$ cat src/rtl/life_sequencer.sv
// Generation sequencer for a cellular-automaton grid.
// Drives LFSR/grid control and counts generations.
module life_sequencer #(
  parameter int CNT_W    = 24,
  parameter int GEN_W    = 16,
  parameter int SEED_CYC = 64
) (
  input  logic             clk,
  input  logic             reset,
  input  logic             start,
  input  logic             stop,
  input  logic             step,
  input  logic             seed_req,
  input  logic [CNT_W-1:0] rate,
  output logic             lfsr_rst,
  output logic             lfsr_load,
  output logic             grid_rst,
  output logic             grid_en,
  output logic [GEN_W-1:0] gen_count,
  output logic             gen_wrap,
  output logic             busy,
  output logic [2:0]       state_o
);

  localparam int SW = (SEED_CYC > 1) ? $clog2(SEED_CYC) : 1;

  typedef enum logic [2:0] {
    IDLE  = 3'd0,
    SEED  = 3'd1,
    RUN   = 3'd2,
    PAUSE = 3'd3,
    STEP  = 3'd4
  } state_t;

  state_t           state;
  state_t           nxt;
  logic [CNT_W-1:0] div;
  logic [CNT_W-1:0] rate_q;
  logic [SW-1:0]    seed_cnt;
  logic             seed_last;
  logic             hit;
  logic             tick;
  logic [GEN_W-1:0] gen_inc;

  // Next-state decode and generation-tick qualification.
  always_comb begin
    nxt       = state;
    seed_last = (seed_cnt == SW'(SEED_CYC - 1));
    hit       = (div == rate_q);
    gen_inc   = gen_count + 1'b1;
    unique case (state)
      IDLE: begin
        if (seed_req)   nxt = SEED;
        else if (start) nxt = RUN;
      end
      SEED: begin
        if (seed_last)  nxt = PAUSE;
      end
      RUN: begin
        if (seed_req)   nxt = SEED;
        else if (stop)  nxt = PAUSE;
      end
      PAUSE: begin
        if (seed_req)   nxt = SEED;
        else if (start) nxt = RUN;
        else if (step)  nxt = STEP;
      end
      STEP: nxt = PAUSE;
      default: nxt = IDLE;
    endcase
    // A tick on the RUN exit cycle is dropped on purpose.
    tick = ((state == RUN) && (nxt == RUN) && hit) ||
           (nxt == STEP);
  end

  // State register, counters and registered outputs.
  always_ff @(posedge clk) begin
    if (reset) begin
      state     <= IDLE;
      div       <= '0;
      rate_q    <= '0;
      seed_cnt  <= '0;
      gen_count <= '0;
      gen_wrap  <= 1'b0;
      lfsr_rst  <= 1'b1;
      grid_rst  <= 1'b1;
      lfsr_load <= 1'b0;
      grid_en   <= 1'b0;
      busy      <= 1'b0;
      state_o   <= 3'd0;
    end else begin
      state     <= nxt;
      state_o   <= nxt;
      busy      <= (nxt != IDLE);
      lfsr_rst  <= (nxt == IDLE);
      grid_rst  <= (nxt == IDLE);
      lfsr_load <= (nxt == SEED);
      grid_en   <= (nxt == SEED) || tick;
      gen_wrap  <= 1'b0;

      if ((nxt == SEED) && (state != SEED)) begin
        seed_cnt  <= '0;
        gen_count <= '0;
      end else begin
        if (state == SEED)
          seed_cnt <= seed_cnt + 1'b1;
        if (tick) begin
          gen_count <= gen_inc;
          gen_wrap  <= (gen_inc == '0);
        end
      end

      if ((nxt == RUN) && (state != RUN)) begin
        div    <= '0;
        rate_q <= rate;
      end else if (state == RUN) begin
        div <= hit ? '0 : div + 1'b1;
      end
    end
  end

endmodule

$ cat config.mk
export PLATFORM = sky130hd
export DESIGN_NAME = life_sequencer
export DESIGN_NICKNAME = d
export VERILOG_FILES = /design/src/rtl/life_sequencer.sv
export SDC_FILE = /design/constraint.sdc
export NUM_CORES = 1
export LEC_CHECK = 0
export CAP_MARGIN = 25
export CORE_UTILIZATION = 60
export DETAILED_ROUTE_END_ITERATION = 10
export HOLD_SLACK_MARGIN = 0.08
export PLACE_DENSITY = 0.85
export SYNTH_ARGS = -nofsm -noshare
export SYNTH_HDL_FRONTEND = slang
export SYNTH_SLANG_ARGS = --single-unit
$ cat constraint.sdc
create_clock -name clk -period 4.4 [get_ports clk]
set_clock_uncertainty 0.1 [all_clocks]
set_input_delay 0.88 -clock clk [delete_from_list [all_inputs] [get_ports clk]]
set_output_delay 0.88 -clock clk [all_outputs]
set_load 0.05 [all_outputs]
==> results.md, run 1 <==
* Number of DRC markers in iteration 0 at 123
* Net count after synthesis at 519
* Setup repair after global routing missed its margin: no
* Half-perimeter wire length of the detailed placement result at 6612 µm
* Worst Path Buf+Inv at 1
* Routed vias/inst at 5.781
* Number of antenna-violating nets in the routed design at 0
* TritonCTS clock tree: built
* Most common cell after layout, fill and taps aside: dfxtp_1
* Endpoint class of the critical path: primary output
* Most frequent cells in the layout: dfxtp_1, nor2_1, clkdlybuf4s50_1
* Power share of the combinational group at 0.135
* Starting density of the core at 0.6306
* Net switching power at 413.9 µW
* Crit-path max cell delay at 0.89 ns
* Kind of critical path: reg2out
* Leakage power figure at 0.001870 µW
* Worst relative slew slack at 0.4390
* Total vias in the final route at 3625
* Part of the power in the clock network at 0.392
* Worst hold margin at 0.3978 ns
* Run status: finished, final reports clean
* Fraction of the mapped netlist area in adder cells at 0.008666
* Slew at the pin with the worst max-slew slack at 0.8397 ns
* Synthesized-area fraction occupied by ao, oa, aoi and oai cells at 0.09879
* Relative area change from synthesis to final layout at 17.76%
* Max Clock Freq at 0.3519 GHz
* Final Hold Fails at 0
* Sink count of the clock tree at 78
* Number of warnings printed during yosys synthesis at 0
* Fill cell instance count of the final layout at 518
* Length of the first detailed-routing pass in iterations at 5
* Die height at 86.97 µm
* Worst EP required at 3.42 ns
* Crit path cell chain: clkdlybuf4s50_1
* Global-route usage over all layers at 0.2694
* Number of top-level pins at 55
* Maximum capacitance violations at 0
* TritonCTS Buffers at 9
* Max clock buf depth at 2
* Final Setup Violations at 0
* Wire length of the first global-routing pass at 15770 µm
* Xor/xnor cell area share of the yosys netlist at 0.1031
* CTS HTree Levels at 3
* Power consumption at 1549 µW
* Global placer's final weighted congestion at 0.8551
* Hold WC Path Type: reg2reg
* WL/cell at 15.22 µm
* Post-CTS setup repair buffer count at 0
* DRC viols at 0
* Final Net Count at 559
* Proportion of synthesized flip-flops having asynchronous set or reset at 0
* Die Wd at 86.97 µm
* Number of hold buffers added after CTS at 0
* Internal Dissipation at 1135 µW
* Largest net degree at the start of global routing at 31
* Tcrit/Tclk final at 0.6459
* Diodes inserted at 0
* Sort of element at the start of the critical path: register
* Distinct cell type count of the synthesized netlist at 58
* Number of gates given a new drive strength after cts at 0
* Seq/Total Area, Yosys at 0.3605
* Flip-flop and latch count after synthesis at 78
* Layout cells sized above 1 at 0.09228
* Clock transition at the register clock pins on the worst setup and hold paths after CTS at 0.08 ns
* Relative contribution of sequential cells to total power at 0.473
* Min Clock Period, post-route at 2.842 ns
* Number of enable-type register cells in the synthesized netlist at 0
* Floorplan die area at 7563 µm²
* Crit path arrival time at 1.86 ns
* GR Overflow Total at 0
* Worst-skew pair later-pin latency at 0.36 ns
* Largest delay contributor family on the critical path: buffers and inverters
* Mux cell area share after synthesis at 0.09734
* Mapped Area at 4332 µm²
* Via count of the first global-routing pass at 3407
* Final max-slew violation count at 0
* Simple-gate portion of the synthesized area at 0.2897
* Syn Area/Cell at 8.913 µm²
* Root buffer cell: clkbuf_8
* Sw Ratio at 0.2672
* Pwr per Cell Area at 303.7 nW/µm²
* Port Buffers at 54
* Number of placement rows at 30
* Initial antenna violation count at 0
* Routed WL at 9542 µm
* Synth Instances at 486
* Slowest cell on the critical path: clkdlybuf4s50_1
* Max IR drop VDD at 274.5 µV
* Setup TNS at 0 ns
* Core area at 6869 µm²
* Top FF cell, synth: dfxtp_1
* Largest family of logic cells by synthesized area: simple AND/OR/NAND/NOR gates
* Maximum fanout count along the critical path at 15
==> routing by layer <==
layer / track usage / up-vias / share of wire
met5: 0 / - / 0
met4: 0.1303 / 0 / 0.026
met3: 0.04739 / 20 / 0.042
met2: 0.4724 / 93 / 0.50
met1: 0.3173 / 1724 / 0.43
li1: - / 1788 / -
==> cell families (layout without fill, tap and decap cells) <==
kind of cell / count (synthesis) / after routing
buf+inv: 38 / 83
fa+ha+maj: 3 / 3
flops: 78 / 78
simple gates: 228 / 228
xor+xnor: 51 / 51
mux: 42 / 42
compound gates: 46 / 46
==> worst paths after layout <==
| check | from | cells after the start | slack [ns] | endpoint |
|---|---|---|---|---|
| worst max register to register | state[0] | 5 | 1.84 | rate_q[10] |
| worst max-delay path | state[0] | 1 | 1.56 | state_o[0] |
| worst min-delay path | seed_cnt[5] | 2 | 0.40 | seed_cnt[5] |
| worst min register to register | seed_cnt[5] | 2 | 0.40 | seed_cnt[5] |
==> cell type report <==
cell class              instances  area (µm²)  area share
multi-input cells             370        2589      0.5075
flip-flops and latches         78        1562      0.3061
repair buffers                 59       578.1      0.1133
clock buffers                  11       141.4     0.02772
well taps                      96       120.1     0.02355
clock inverters                 5       81.33     0.01594
inverters                       8       30.03    0.005887
==> through the flow <==
stage          utilization  instance area, µm²  worst slack [ns]  instances
3_5_place_dp        0.7102                4878             1.327        611
6_report            0.7426                5101             1.558        627
2_1_floorplan            -                4332             2.067        486
5_1_grt             0.7426                5101             1.512        627
3_3_place_gp        0.7102                4878             1.439        611
4_1_cts             0.7426                5101             1.569        627
==> synth_stat cells (3+ instances only) <==
cell type | count | area, µm²
a21oi_1 | 6 | 30.03
and2_1 | 7 | 43.79
and3_1 | 7 | 43.79
and4_1 | 6 | 52.55
buf_2 | 8 | 40.04
buf_4 | 5 | 37.54
clkbuf_1 | 13 | 48.80
dfxtp_1 | 78 | 1562
ha_1 | 3 | 37.54
inv_1 | 8 | 30.03
mux2i_1 | 41 | 410.4
nand2_1 | 42 | 157.7
nand2b_1 | 19 | 118.9
nand3_1 | 22 | 110.1
nand4_1 | 21 | 131.4
nor2_1 | 55 | 206.5
nor2b_1 | 5 | 31.28
nor3_1 | 20 | 100.1
nor3b_1 | 4 | 30.03
nor4_2 | 4 | 50.05
o21a_1 | 3 | 22.52
o21ai_0 | 9 | 45.04
o31ai_2 | 5 | 62.56
o41ai_2 | 6 | 97.59
xnor2_1 | 20 | 175.2
xor2_1 | 31 | 271.5
==> registers in the layout, summed over array words and instances (netlist names) <==
register / flops
grid_rst: 1
seed_cnt: 6
gen_wrap: 1
gen_count: 16
div: 24
state: 3
grid_en: 1
rate_q: 24
busy: 1
lfsr_load: 1
==> power groups by stage <==
stage,clock (µW),sequential [µW],combinational [µW]
finish,607,733,209
global route,648,735,224
CTS,613,733,209
detailed placement,0,750,208
global placement,0,750,201
floorplan,0,760,135
Power figures use the tool's default switching activity.
==> run 2: changes to the inputs <==
CORE_UTILIZATION = 56   (was 60)
PLACE_DENSITY = 0.81   (was 0.85)
clock period = 2.9 ns   (was 4.4 ns; I/O delays follow)
==> run 2 against run 1 <==
Register-to-register slack worse by 1.3 ns; non-clock buffer count is 4 higher; core utilization is 4.2 points lower; highest routed layer unchanged; combinational power is 56% higher; flip-flop and latch count stayed put; cell area is 1.2% higher; first-iteration DRC count is 28% higher; sequential power is 51% higher; die area is 7.0% higher; largest power group unchanged; global-route usage is 2.2 points lower; clock power is 51% higher; via count is 0.28% higher; critical path type unchanged.
==> results.md, run 2 (synthesized netlist as in run 1, its figures left out) <==
* WL/cell at 15.15 µm (-0.46%)
* Setup repair after global routing missed its margin: no
* Kind of critical path: reg2out
* Run status: finished, final reports clean
* TritonCTS clock tree: built
* Maximum capacitance violations at 0 (unchanged)
* Final max-slew violation count at 0 (unchanged)
* Pwr per Cell Area at 457.0 nW/µm² (+50%)
* Max clock buf depth at 2 (unchanged)
* Initial antenna violation count at 0 (unchanged)
* Total vias in the final route at 3635 (+0.28%)
* CTS HTree Levels at 3 (unchanged)
* GR Overflow Total at 0 (unchanged)
* Post-CTS setup repair buffer count at 0 (unchanged)
* Slew at the pin with the worst max-slew slack at 0.5050 ns (-0.3347 ns)
* TritonCTS Buffers at 9 (unchanged)
* Power consumption at 2358 µW (+52%)
* Crit path cell chain: clkdlybuf4s50_1
* Tcrit/Tclk final at 0.8663
* Crit path arrival time at 1.83 ns (-0.03 ns)
* Setup TNS at 0 ns (unchanged)
* Number of DRC markers in iteration 0 at 157 (+28%)
* Final Hold Fails at 0 (unchanged)
* Global placer's final weighted congestion at 0.8594 (+0.50%)
* Floorplan die area at 8091 µm² (+7.0%)
* Crit-path max cell delay at 0.89 ns (about the same)
* Number of top-level pins at 55 (unchanged)
* Min Clock Period, post-route at 2.512 ns
* Worst Setup Slack, final at 0.3877 ns (-1.170 ns)
* Most frequent cells in the layout: dfxtp_1, nor2_1, clkdlybuf4s50_1
* Post-Place Worst Slack at 0.3914 ns (-0.9354 ns)
* Final Net Count at 563 (+0.72%)
* Number of hold buffers added after CTS at 0 (unchanged)
* Largest delay contributor family on the critical path: buffers and inverters
* Starting density of the core at 0.5878 (-0.04283)
* Die Wd at 89.95 µm (+3.4%)
* Core area at 7370 µm² (+7.3%)
* Maximum fanout count along the critical path at 15 (unchanged)
* Endpoint class of the critical path: primary output
* Half-perimeter wire length of the detailed placement result at 6940 µm (+5.0%)
* Wire length of the first global-routing pass at 16080 µm (+2.0%)
* Largest net degree at the start of global routing at 39 (+26%)
* Slowest cell on the critical path: clkdlybuf4s50_1
* DRC viols at 0 (unchanged)
* Final instance area at 5160 µm² (+1.2%)
* Clock transition at the register clock pins on the worst setup and hold paths after CTS at 0.08 ns (about the same)
* Placement-stage cell area at 4937 µm² (+1.2%)
* Final Setup Violations at 0 (unchanged)
* Most common cell after layout, fill and taps aside: dfxtp_1
* Layout cells sized above 1 at 0.09907 (+0.006787)
* Length of the first detailed-routing pass in iterations at 5 (unchanged)
* Worst Path Buf+Inv at 1 (unchanged)
* Routed vias/inst at 5.733 (-0.83%)
* Worst EP required at 2.22 ns (-1.20 ns)
* Sort of element at the start of the critical path: register
* Leakage power figure at 0.001898 µW (+1.5%)
* Die height at 89.95 µm (+3.4%)
* Max IR drop VDD at 409.8 µV (+49%)
* Via count of the first global-routing pass at 3383 (-0.70%)
* Number of placement rows at 31 (+3.3%)
* Number of gates given a new drive strength after cts at 0 (unchanged)
* Worst-skew pair later-pin latency at 0.36 ns (about the same)
* Worst relative slew slack at 0.6623 (+0.2233)
* Biggest registers after layout: div: 24 flops, rate_q: 24 flops, gen_count: 16 flops
* Hold WC Path Type: reg2reg
* Max Clock Freq at 0.3980 GHz
* Diodes inserted at 0 (unchanged)
* Relative area change from synthesis to final layout at 19.12%
* Utilization of the core after routing at 0.7002 (-0.04245)
* Root buffer cell: clkbuf_8
* Number of antenna-violating nets in the routed design at 0 (unchanged)
* Routed WL at 9604 µm (+0.65%)
* Fill cell instance count of the final layout at 594 (+15%)
* Port Buffers at 54 (unchanged)
* Sink count of the clock tree at 78 (unchanged)
* Global-route usage over all layers at 0.2473 (-0.02213)
==> run 2: path summary, 6_finish.rpt <==
path | from | end | slack [ns] | cells after the start
max | state[0] | state_o[0] | 0.39 | 1
min | seed_cnt[5] | seed_cnt[5] | 0.41 | 2
max reg2reg | state[1] | gen_wrap | 0.53 | 5
min reg2reg | seed_cnt[5] | seed_cnt[5] | 0.41 | 2
==> run 2: cell type report <==
class	instances	area [µm²]	area share
inverter	8	30.03	0.005820
clock buffer	11	141.4	0.02740
tap	99	123.9	0.02401
sequential	78	1562	0.3026
multi-input combinational	370	2589	0.5017
clock inverter	5	81.33	0.01576
timing repair buffer	63	633.1	0.1227
==> run 2: routing by layer <==
metal,up-vias,part of all wire,track usage
met2,104,0.49,0.4192
met4,0,0.030,0.1142
met5,-,0,0
li1,1792,-,-
met3,19,0.051,0.05922
met1,1720,0.43,0.2959
==> run 2: where the power goes <==
part / total [µW] / switching (µW) / internal [µW]
sequential: 1110 / 20.2 / 1090
clock: 919 / 409 / 510
combinational: 327 / 197 / 130
==> run 2: stage by stage <==
stage	hold slack [ns]	cells
after floorplan	0.3643	486
after global placement	0.3738	618
after detailed placement	0.4007	618
after CTS	0.4123	634
after global routing	0.4511	634
final	0.4133	634
==> run 3: changes to the inputs <==
CORE_ASPECT_RATIO = 2   (was default)
TNS_END_PERCENT = 100   (was default)
==> run 3 against run 2 <==
Setup slack got worse by 0.13 ns; non-clock buffer count up 2; combinational power is 3% higher; register-to-register slack worse by 0.27 ns; flip-flop and latch count unchanged.
==> results.md, run 3 (synthesized netlist as in run 1, its figures left out) <==
* Routed WL at 10930 µm (+14%)
* Core area at 7545 µm² (+2.4%)
* Number of top-level pins at 55 (unchanged)
* Worst-skew pair later-pin latency at 0.34 ns (-0.02 ns)
* Number of gates given a new drive strength after cts at 0 (unchanged)
* Fill cell instance count of the final layout at 638 (+7.4%)
* Number of DRC markers in iteration 0 at 216 (+38%)
* Sink count of the clock tree at 78 (unchanged)
* GR Util met2 at 0.5695 (+0.1502)
* Routed vias/inst at 5.849 (+2.0%)
* Number of antenna-violating nets in the routed design at 0 (unchanged)
* Met1 usage in global routing at 0.2540 (-0.04189)
* Relative area change from synthesis to final layout at 20.39%
* Part of the power in the clock network at 0.415 (+0.025)
* Tcrit/Tclk final at 0.9094 (+0.04311)
* GR Overflow Total at 0 (unchanged)
* Half-perimeter wire length of the detailed placement result at 8074 µm (+16%)
* Placed cells at 615 (-0.49%)
* Final Net Count at 565 (+0.36%)
* Root buffer cell: clkbuf_16
* Area of the multi-input gates at 2589 µm² (unchanged)
* Pwr per Cell Area at 475.5 nW/µm² (+4.1%)
* Worst relative slew slack at 0.4743 (-0.1880)
* Final max-slew violation count at 0 (unchanged)
* M3 GR Usage at 0.05486 (-0.004366)
* Most common cell after layout, fill and taps aside: dfxtp_1
* DRC viols at 0 (unchanged)
* Floorplan die area at 8112 µm² (+0.26%)
* Max Clock Freq at 0.3792 GHz (-4.7%)
* Worst EP required at 3.07 ns (+0.85 ns)
* Max clock buf depth at 2 (unchanged)
* Final Hold Fails at 0 (unchanged)
* Initial antenna violation count at 0 (unchanged)
* Endpoint class of the critical path: register
* Global placer's final weighted congestion at 0.9524 (+11%)
* Relative contribution of sequential cells to total power at 0.450 (-0.022)
* Biggest registers after layout: div: 24 flops, rate_q: 24 flops, gen_count: 16 flops
* Slew at the pin with the worst max-slew slack at 0.7687 ns (+0.2637 ns)
* Number of hold buffers added after CTS at 0 (unchanged)
* Final Setup Violations at 0 (unchanged)
* Layout cells sized above 1 at 0.09701 (-0.002050)
* TritonCTS clock tree: built
* Post-CTS setup repair buffer count at 0 (unchanged)
* Slowest cell on the critical path: a2111oi_0
* Gr busiest metal: met2
* Sequential cell area at 1562 µm² (unchanged)
* Total vias in the final route at 3685 (+1.4%)
* Port Buffers at 54 (unchanged)
* TritonCTS Buffers at 9 (unchanged)
* Internal Dissipation at 1845 µW (+6.5%)
* WL/cell at 17.35 µm (+15%)
* Sort of element at the start of the critical path: register
* Die height at 126.4 µm (+41%)
* Power share of the combinational group at 0.135 (-0.004)
* Clock transition at the register clock pins on the worst setup and hold paths after CTS at 0.05 ns (-0.03 ns)
* Maximum capacitance violations at 0 (unchanged)
* Hold WC Path Type: reg2reg
* Crit-path max cell delay at 0.76 ns (-0.13 ns)
* Sw Ratio at 0.2560 (-0.009349)
* Number of placement rows at 45 (+45%)
* Most frequent cells in the layout: dfxtp_1, nor2_1, clkdlybuf4s50_1
* Largest net degree at the start of global routing at 33 (-15%)
* Crit path arrival time at 2.81 ns (+0.98 ns)
* Wire length of the first global-routing pass at 17950 µm (+12%)
* Starting density of the core at 0.5741 (-0.01365)
* Length of the first detailed-routing pass in iterations at 5 (unchanged)
* Global-route usage over all layers at 0.2887 (+0.04137)
* Maximum fanout count along the critical path at 9 (-6)
* Non-filler instance count after layout at 630 (-0.63%)
* Diodes inserted at 0 (unchanged)
* CTS HTree Levels at 3 (unchanged)
* Via count of the first global-routing pass at 3862 (+14%)
* Setup TNS at 0 ns (unchanged)
* Kind of critical path: reg2reg
* Die Wd at 64.19 µm (-29%)
* Min Clock Period, post-route at 2.637 ns (+0.1250 ns)
* Setup repair after global routing missed its margin: no
* Max IR drop VDD at 371.6 µV (-9.3%)
* Net switching power at 634.8 µW (+1.5%)
* Leakage power figure at 0.001932 µW (+1.8%)
* Run status: finished, final reports clean
* Crit path cell chain: nand4_1 > nor2_1 > nand2_1 > a2111oi_0 > and4_1
[run 3: cell types whose count changed in the layout (fill, tap and decap cells not counted)]
cell / delta
clkinvlp_4: -1
inv_6: -1
clkbuf_8: -8
buf_4: +2
bufinv_16: -2
clkbuf_16: +9
clkbuf_1: +2
[run 3: area by class of cell]
type | instances | area share
multi-input combinational | 370 | 0.4964
sequential | 78 | 0.2994
timing repair buffer | 65 | 0.1243
clock buffer | 14 | 0.05062
tap | 94 | 0.02255
inverter | 8 | 0.005758
clock inverter | 1 | 0.0009597
[run 3: metal layers]
metal	up-vias	share of wire
li1	1795	-
met1	1763	0.34
met2	96	0.58
met3	31	0.035
met4	0	0.041
met5	-	0
[run 3: final timing paths]
check / startpoint / to / slack [ns] / cells after the start
worst min register to register: seed_cnt[5] / seed_cnt[5] / 0.41 / 2
worst min-delay path: seed_cnt[5] / seed_cnt[5] / 0.41 / 2
worst max register to register: gen_count[3] / gen_wrap / 0.26 / 5
worst max-delay path: gen_count[3] / gen_wrap / 0.26 / 5
[run 3: worst max-delay path, delay by kind of cell (launching register included)]
kind | cells | cell delay [ns]
AO/OA/AOI/OAI | 1 | 0.76
flip-flops | 1 | 0.47
AND/OR/NAND/NOR | 4 | 1.25
[run 3: through the flow]
| stage | power [µW] | utilization | worst slack, ns | area (µm²) | hold WS (ns) |
|---|---|---|---|---|---|
| final | 2480 | 0.6912 | 0.2626 | 5215 | 0.4089 |
| after global routing | 2568 | 0.6912 | 0.2234 | 5215 | 0.4331 |
| after CTS | 2497 | 0.6912 | 0.3947 | 5215 | 0.4126 |
| after detailed placement | 1474 | 0.6556 | 0.2454 | 4946 | 0.4039 |
| after global placement | 1463 | 0.6556 | 0.3455 | 4946 | 0.3871 |
| after floorplan | 1358 | - | 0.5666 | 4332 | 0.3643 |
[run 3: power groups by stage]
stage               Combinational [µW]  Clock, µW  Sequential [µW]
global route                       358       1090             1120
global placement                   326          0             1140
detailed placement                 335          0             1140
CTS                                338       1040             1120
floorplan                          205          0             1150
finish                             336       1030             1120
